$ cat src/rtl/clock_set_ctrl_if.sv
// clock_set_ctrl_if: pushbutton/tick inputs and strobe/display outputs of the set controller
interface clock_set_ctrl_if;
  logic key_mode_n, key_inc_n, tick_in;
  logic tick_out, inc_hr, inc_min, sec_clr, blank_hr, blank_min;
  logic [1:0] mode;
  modport master (output key_mode_n, key_inc_n, tick_in,
                  input tick_out, inc_hr, inc_min, sec_clr, mode, blank_hr, blank_min);
  modport slave (input key_mode_n, key_inc_n, tick_in,
                 output tick_out, inc_hr, inc_min, sec_clr, mode, blank_hr, blank_min);
endinterface

$ cat src/rtl/clock_set_ctrl.sv
// clock_set_ctrl: RUN/SET_HR/SET_MIN sequencer with key sync, auto-repeat increments,
// 1 Hz tick gating and field blink for the HH:MM:SS clock.
module clock_set_ctrl #(
  parameter int BLINK_HALF = 25000000,
  parameter int RPT_DELAY = 25000000,
  parameter int RPT_PERIOD = 5000000
) (
  input logic clk,
  input logic rst,
  clock_set_ctrl_if.slave io
);
  typedef enum logic [1:0] {RUN = 2'b00, SET_HR = 2'b01, SET_MIN = 2'b10, BAD = 2'b11} mode_e;
  localparam int RMAX = RPT_DELAY > RPT_PERIOD ? RPT_DELAY : RPT_PERIOD;
  localparam int RW = $clog2(RMAX + 1);
  localparam int BW = $clog2(BLINK_HALF + 1);
  mode_e mode_q, mode_d;
  logic [2:0] msync_q, msync_d, isync_q, isync_d;
  logic [RW-1:0] rcnt_q, rcnt_d;
  logic [BW-1:0] bcnt_q, bcnt_d;
  logic armed_q, armed_d, rep_q, rep_d, phase_q, phase_d;
  logic tick_q, tick_d, hr_q, hr_d, min_q, min_d, clr_q, clr_d, bhr_q, bhr_d, bmin_q, bmin_d;
  logic m_press, i_press, i_low, in_set, rpt_hit, hold, fire, enter, bwrap;
  always_comb begin
    // bit0 = 1st sync flop, bit1 = 2nd sync flop, bit2 = edge register
    msync_d = {msync_q[1:0], io.key_mode_n};
    isync_d = {isync_q[1:0], io.key_inc_n};
    m_press = msync_q[2] & ~msync_q[1];
    i_press = isync_q[2] & ~isync_q[1];
    i_low = ~isync_q[1];
    in_set = mode_q == SET_HR || mode_q == SET_MIN;
    rpt_hit = armed_q && rcnt_q == (rep_q ? RW'(RPT_PERIOD) : RW'(RPT_DELAY));
    // repeat is armed only by a real press in a SET state; a MODE press cancels it
    hold = in_set && i_low && !m_press && (i_press || armed_q);
    fire = hold && (i_press || rpt_hit);
    armed_d = hold;
    rep_d = hold && (rep_q || rpt_hit);
    rcnt_d = !hold ? '0 : rpt_hit ? RW'(1) : rcnt_q + 1'b1;
    mode_d = mode_q == BAD ? RUN : !m_press ? mode_q : mode_q == RUN ? SET_HR :
             mode_q == SET_HR ? SET_MIN : RUN;
    enter = mode_d != mode_q && mode_d != RUN;
    bwrap = bcnt_q == BW'(BLINK_HALF - 1);
    bcnt_d = (enter || bwrap) ? '0 : bcnt_q + 1'b1;
    phase_d = !enter && (phase_q ^ bwrap);
    tick_d = io.tick_in && mode_q == RUN;
    hr_d = fire && mode_q == SET_HR;
    min_d = fire && mode_q == SET_MIN;
    clr_d = m_press && mode_q == SET_MIN;
    bhr_d = mode_d == SET_HR && phase_d;
    bmin_d = mode_d == SET_MIN && phase_d;
  end
  always_ff @(posedge clk or posedge rst) begin
    if (rst) begin
      mode_q <= RUN;
      msync_q <= '1;
      isync_q <= '1;
      rcnt_q <= '0;
      bcnt_q <= '0;
      armed_q <= 1'b0;
      rep_q <= 1'b0;
      phase_q <= 1'b0;
      tick_q <= 1'b0;
      hr_q <= 1'b0;
      min_q <= 1'b0;
      clr_q <= 1'b0;
      bhr_q <= 1'b0;
      bmin_q <= 1'b0;
    end else begin
      mode_q <= mode_d;
      msync_q <= msync_d;
      isync_q <= isync_d;
      rcnt_q <= rcnt_d;
      bcnt_q <= bcnt_d;
      armed_q <= armed_d;
      rep_q <= rep_d;
      phase_q <= phase_d;
      tick_q <= tick_d;
      hr_q <= hr_d;
      min_q <= min_d;
      clr_q <= clr_d;
      bhr_q <= bhr_d;
      bmin_q <= bmin_d;
    end
  end
  assign io.mode = mode_q;
  assign io.tick_out = tick_q;
  assign io.inc_hr = hr_q;
  assign io.inc_min = min_q;
  assign io.sec_clr = clr_q;
  assign io.blank_hr = bhr_q;
  assign io.blank_min = bmin_q;
endmodule

$ cat src/flat_wrapper.sv
// flat-port wrapper written by rule: the top's interface ports become plain ports
module clock_set_ctrl_flat 
#(
  parameter int BLINK_HALF = 25000000,
  parameter int RPT_DELAY = 25000000,
  parameter int RPT_PERIOD = 5000000
)
  (clk, rst, io_key_mode_n, io_key_inc_n, io_tick_in, io_tick_out, io_inc_hr, io_inc_min, io_sec_clr, io_mode, io_blank_hr, io_blank_min);
  clock_set_ctrl_if io_i ();
  input logic clk;
  input logic rst;
  input wire logic [$bits(io_i.key_mode_n)-1:0] io_key_mode_n;
  input wire logic [$bits(io_i.key_inc_n)-1:0] io_key_inc_n;
  input wire logic [$bits(io_i.tick_in)-1:0] io_tick_in;
  output wire logic [$bits(io_i.tick_out)-1:0] io_tick_out;
  output wire logic [$bits(io_i.inc_hr)-1:0] io_inc_hr;
  output wire logic [$bits(io_i.inc_min)-1:0] io_inc_min;
  output wire logic [$bits(io_i.sec_clr)-1:0] io_sec_clr;
  output wire logic [$bits(io_i.mode)-1:0] io_mode;
  output wire logic [$bits(io_i.blank_hr)-1:0] io_blank_hr;
  output wire logic [$bits(io_i.blank_min)-1:0] io_blank_min;
  assign io_i.key_mode_n = io_key_mode_n;
  assign io_i.key_inc_n = io_key_inc_n;
  assign io_i.tick_in = io_tick_in;
  assign io_tick_out = io_i.tick_out;
  assign io_inc_hr = io_i.inc_hr;
  assign io_inc_min = io_i.inc_min;
  assign io_sec_clr = io_i.sec_clr;
  assign io_mode = io_i.mode;
  assign io_blank_hr = io_i.blank_hr;
  assign io_blank_min = io_i.blank_min;
  clock_set_ctrl #(.BLINK_HALF(BLINK_HALF), .RPT_DELAY(RPT_DELAY), .RPT_PERIOD(RPT_PERIOD)) u_core (.clk(clk), .rst(rst), .io(io_i));
endmodule
$ cat config.mk
export PLATFORM = sky130hd
export DESIGN_NAME = clock_set_ctrl_flat
export DESIGN_NICKNAME = d
export VERILOG_FILES = /design/src/rtl/clock_set_ctrl_if.sv /design/src/rtl/clock_set_ctrl.sv /design/src/flat_wrapper.sv
export SDC_FILE = /design/constraint.sdc
export NUM_CORES = 1
export LEC_CHECK = 0
export BUFFER_PORTS_ARGS = -buffer_cell sky130_fd_sc_hd__buf_2
export CORE_MARGIN = 2
export CORE_UTILIZATION = 45
export CTS_BUF_LIST = sky130_fd_sc_hd__clkbuf_8
export DETAILED_ROUTE_END_ITERATION = 8
export GPL_ROUTABILITY_DRIVEN = 0
export MAX_ROUTING_LAYER = met4
export PLACE_DENSITY = 0.63
export REMOVE_ABC_BUFFERS = 1
export SYNTH_ARGS = -nofsm -noshare
export SYNTH_HDL_FRONTEND = slang
export SYNTH_SLANG_ARGS = --single-unit
$ cat constraint.sdc
create_clock -name clk -period 2.84 [get_ports clk]
set_input_delay 0.568 -clock clk [delete_from_list [all_inputs] [get_ports clk]]
set_output_delay 0.568 -clock clk [all_outputs]
set_load 0.02 [all_outputs]
; Yosys cells after proc, flatten, opt, wreduce, memory -nomap -nowiden
; Index checks and enable logic that the tools add are counted.
; Widths: inputs -> output; s select.
[totals]
register_bits = 67
out_inout_bits = 8
elab_cells = 60
[op_classes]
add_sub_neg = 2
n_eq_ne = 8
n_mux = 8
n_bitwise = 5
n_reduce_logical = 23
[op_table]
columns = cell, count
row1 = $mux 25, 4
row2 = $add 25x1->25 const B, 2
row3 = $eq 25x25->1, 1
row4 = $eq 25x25->1 const B, 1
row5 = $logic_and 1x1->1, 14
row6 = $mux 2, 4
row7 = $eq 2x2->1 const B, 3
row8 = $logic_or 1x1->1, 5
row9 = $eq 2x1->1 const B, 2
row10 = $and 1x1->1, 2
row11 = $logic_not 1->1, 2
row12 = $logic_not 2->1, 1
row13 = $ne 2x2->1, 1
row14 = $not 1->1, 2
row15 = $reduce_bool 2->1, 1
row16 = $xor 1x1->1, 1

; Logic depth before layout (Yosys ltp)
[depth]
ltp_word = 10
depth_mapped = 7
ltp_nobuf = 6

; Least setup slack after synthesis
; No wires, ideal clock.
[synth_timing]
path_kind = reg2reg
startpoint = register u_core.mode_q[1], in the netlist u_core.io.mode[1]
endpoint = register u_core.bcnt_q[2]
setup_ns = 0.136
t_arrival_ns = 1.952
required_ns = 2.704
path_slack_ns = 0.752
stages_incl_launch_ff = 7
cell_sequence = dfrtp_1 > inv_1 > ha_1 > and3_1 > nor4_2 > clkbuf_1 > nor3_1
[synth_via]
elab_chain_cells = 9
word_cells_on_any_way = 12
[synth_lines]
columns = item, line_no
row1 = start: declaration, clock_set_ctrl.sv:16  ; mode_e mode_q, mode_d;
row2 = start signal: assignment, clock_set_ctrl.sv:68  ; mode_q <= mode_d;
row3 = $eq 2x1->1, clock_set_ctrl.sv:39  ; mode_q == SET_HR ? SET_MIN : RUN;
row4 = $mux 2, clock_set_ctrl.sv:39
row5 = $mux 2 (3 in a row), clock_set_ctrl.sv:38  ; mode_d = mode_q == BAD ? RUN : !m_press ? mode_q : mode_q == RUN ? SET_HR :
row6 = $ne 2x2->1 / $reduce_bool 2->1 (equally long branches), clock_set_ctrl.sv:40  ; enter = mode_d != mode_q && mode_d != RUN;
row7 = $logic_and 1x1->1 *, clock_set_ctrl.sv:40
row8 = $logic_or 1x1->1 *, clock_set_ctrl.sv:42  ; bcnt_d = (enter || bwrap) ? '0 : bcnt_q + 1'b1;
row9 = $mux 25 *, clock_set_ctrl.sv:42
row10 = net u_core.bcnt_d[2], clock_set_ctrl.sv:19  ; logic [BW-1:0] bcnt_q, bcnt_d;
row11 = end signal: assignment, clock_set_ctrl.sv:72  ; bcnt_q <= bcnt_d;
row12 = end: declaration, clock_set_ctrl.sv:19
; The timed path passes the listed nets; every way through them passes the cells marked *.

; Worst setup path in the final report
[layout_timing]
startpoint = register u_core.rcnt_q[8]
endpoint = register u_core.rcnt_q[21]
[layout_via]
elab_chain_cells = 4
word_cells_on_any_way = 5
[layout_lines]
columns = item, line_no
row1 = start: declaration, clock_set_ctrl.sv:18  ; logic [RW-1:0] rcnt_q, rcnt_d;
row2 = start signal: assignment, clock_set_ctrl.sv:71  ; rcnt_q <= rcnt_d;
row3 = "parallel branches: the longest is 2 deep, another holds $add 25x1->25", --
row4 = $mux 25 * (2 in a row), clock_set_ctrl.sv:37  ; rcnt_d = !hold ? '0 : rpt_hit ? RW'(1) : rcnt_q + 1'b1;
row5 = net u_core.rcnt_d[21], clock_set_ctrl.sv:18
; Mark *: on every way through the listed nets, which the timed path passes.

==> flow_metrics.env <==
export IMPL_outcome="finished clean"
export IMPL_holdWs_ns=0.3203
export IMPL_ys_types=42
export IMPL_muxShareOfSynthArea=0.005801
export IMPL_period_needed_ns=2.377
export IMPL_netSwitchingPower_mw=0.6530
export IMPL_hold_buffers=0
export IMPL_synthTopCellsByCount="dfrtp_1 (61), nor3_1 (26), a211oi_1 (21)"
export IMPL_register_area_sq_um=1684
export IMPL_avgSynthCellArea_sq_um=10.36
export IMPL_hold_violations=0
export IMPL_syn_to_final_growth_pct=10.33
export IMPL_worstPathRequired_ns=3.10
export IMPL_fill_cells=652
export IMPL_setup_tns_ns=0
export IMPL_peakVddDrop_mv=0.3272
export IMPL_cts_tree="built"
export IMPL_synthAdderAreaFrac=0.02538
export IMPL_end_kind="flop"
export IMPL_antenna_left=0
export IMPL_grt_pass1_vias=2589
export IMPL_cts_max_level=3
export IMPL_port_buffers=12
export IMPL_critical_path_class="flop to flop"
export IMPL_cp_start_kind="flop"
export IMPL_fmax_mhz=420.6
export IMPL_clock_skew_ns=0.01109
export IMPL_dr_pass1_iters=4
export IMPL_wl_per_cell_microns=15.90
export IMPL_ys_top_cells_by_area="dfrtp_1 (44%), dfstp_2 (4.6%), a211oi_1 (4.6%)"
export IMPL_crit_arrival_ns=2.63
export IMPL_power_share_clock=0.356
export IMPL_syn_area_sq_um=3451
export IMPL_core_area_sq_um=7331
export IMPL_clk_pin_slew_worst_paths_ns=0.08
export IMPL_worstPathMaxFanout=18
export IMPL_synthCells=333
export IMPL_holdCritPathClass="primary input to flop"
export IMPL_synth_compound_area_frac=0.1334
export IMPL_synth_most_common_cell="dfrtp_1"
export IMPL_cts_path_max_buffers=2
export IMPL_relSlewSlack=0.2101
export IMPL_synth_xor_area_frac=0.05584
export IMPL_drc_errors=0
export IMPL_synthFlopType="dfrtp_1"
export IMPL_power_leakage_nw=1.467
export IMPL_ctsResizeCount=0
export IMPL_max_cap_violations=0
export IMPL_synth_edf_count=0
export IMPL_setup_viol=0
export IMPL_powerDensity_nw_per_um2=575.4
export IMPL_antenna_cells=0
export IMPL_drtIter0Drc=179
export IMPL_ioPinCount=13
export IMPL_multi_input_area_sq_um=1657
export IMPL_numCtsBuffers=9
export IMPL_grt_overflow=0
export IMPL_swShare=0.2980
export IMPL_die_w_microns=91.57
export IMPL_wl_mm=7.124
export IMPL_fin_crit_sh=0.8371
export IMPL_drive_gt1_frac=0.1490
export IMPL_final_nets=356
export IMPL_p_seq_frac=0.489
export IMPL_rsz0062_at_grt="false"
export IMPL_clk_latency_ns=0.34
export IMPL_synth_area_leader_cell="dfrtp_1"
export IMPL_p_int_mw=1.538
export IMPL_cts_root_buf="clkbuf_8"
export IMPL_yosysWarningCount=0
export IMPL_synth_top_area_share=0.4423
export IMPL_grt_max_degree=35
export IMPL_numClockSinks=67
export IMPL_grt_usage=0.1933
export IMPL_vias_per_cell=5.931
export IMPL_ys_ff_latch=67
export IMPL_synth_simple_area_share=0.2560
export IMPL_yosysSeqAreaShare=0.4880
export IMPL_routed_via_count=2657
export IMPL_grt_pass1_wl_mm=12.68
export IMPL_floorplan_initialDensity=0.4707
export IMPL_async_flop_share=1.000
export IMPL_dieArea_sq_um=8385
export IMPL_place_hpwl_mm=4.726
export IMPL_synth_top_family_by_area="simple AND/OR/NAND/NOR gates"
export IMPL_die_h_microns=91.57
export IMPL_antenna_found_initial=0
export IMPL_std_cell_rows=31
export IMPL_power_frac_comb=0.155
export IMPL_tightest_slew_ns=1.185
export IMPL_postCtsSetupRepairBufs=0
export IMPL_finalMaxSlewViolations=0
[critical path, stage by stage, from the launching register on]
cell	delay [ns]
dfrtp_1	0.45
nand4_1	0.19
or4_1	0.78
or4_1	0.62
a211oi_2	0.25
[sequential cells by signal, indices dropped and copies added (netlist names)]
signal	cells
u_core.io.blank_min	1
u_core.armed_q	1
u_core.io.inc_hr	1
u_core.io.inc_min	1
u_core.io.tick_out	1
u_core.io.mode	2
u_core.msync_q	3
u_core.io.blank_hr	1
u_core.rcnt_q	25
u_core.io.sec_clr	1
u_core.isync_q	3
u_core.phase_q	1
u_core.rep_q	1
u_core.bcnt_q	25
[layout make-up]
class / instances / share of cell area
sequential: 67 / 0.4423
multi-input combinational: 236 / 0.4351
clock buffer: 9 / 0.03253
tap: 99 / 0.03253
timing repair buffer: 18 / 0.02760
clock inverter: 7 / 0.01807
inverter: 12 / 0.01183
[cells by family after synthesis]
| family | Yosys count |
|---|---|
| buffers and inverters | 30 |
| DFF | 67 |
| AOI/OAI and AO/OA | 59 |
| adders and majority gates | 7 |
| xor gates and xnor gates | 22 |
| muxes | 2 |
| and+or+nand+nor | 146 |
[power by group through the flow]
| stage | Sequential (mW) | Combinational (mW) | Clock, mW |
|---|---|---|---|
| after floorplan | 1.10 | 0.213 | 0 |
| after global placement | 1.09 | 0.341 | 0 |
| after detailed placement | 1.09 | 0.344 | 0 |
| after CTS | 1.07 | 0.346 | 0.800 |
| after global routing | 1.08 | 0.387 | 0.838 |
| final | 1.07 | 0.340 | 0.779 |
[routing by layer]
metal,up-vias,track usage,part of all wire
met5,-,-,0
met3,12,0.03237,0.024
met4,0,0.08081,0.019
met2,46,0.2960,0.48
met1,1310,0.2554,0.48
li1,1289,-,-
[worst paths after layout]
path	from	endpoint	slack [ns]	depth (start not counted)
max	u_core.rcnt_q[8]	u_core.rcnt_q[21]	0.46	4
min in group asynchronous	rst	u_core.rcnt_q[17]	0.34	2
max in group asynchronous	rst	u_core.bcnt_q[12]	1.78	3
max reg2reg	u_core.rcnt_q[8]	u_core.rcnt_q[21]	0.46	4
min	io_key_inc_n	u_core.isync_q[0]	0.32	1
min reg2reg	u_core.msync_q[0]	u_core.msync_q[1]	0.36	0
[placed cells by master (no fill, tap or decap), types with 7 or more instances in the layout]
cell type | synthesis | final
buf_2 | 2 | 12
inv_1 | 12 | 12
a211oi_1 | 21 | 21
dfrtp_1 | 61 | 61
or4_1 | 17 | 17
o21ai_0 | 9 | 9
ha_1 | 7 | 7
nand2_1 | 18 | 18
nor2_1 | 7 | 7
xnor2_1 | 14 | 14
o31ai_1 | 15 | 15
xor2_1 | 8 | 8
nand4_1 | 16 | 16
or3_1 | 9 | 9
nand3_1 | 14 | 14
nor3_1 | 26 | 26
clkbuf_8 | 0 | 9
[stage by stage]
step	instances	setup slack, ns	total power [mW]	util	instance area, sq um
after floorplan	315	0.2589	1.315	-	3373
after global placement	432	0.5720	1.428	0.4931	3615
after detailed placement	432	0.4856	1.433	0.4931	3615
after CTS	448	0.4874	2.216	0.5194	3807
after global routing	448	0.3141	2.306	0.5194	3807
final	448	0.4627	2.191	0.5194	3807
(Power assumes the default switching activity.)
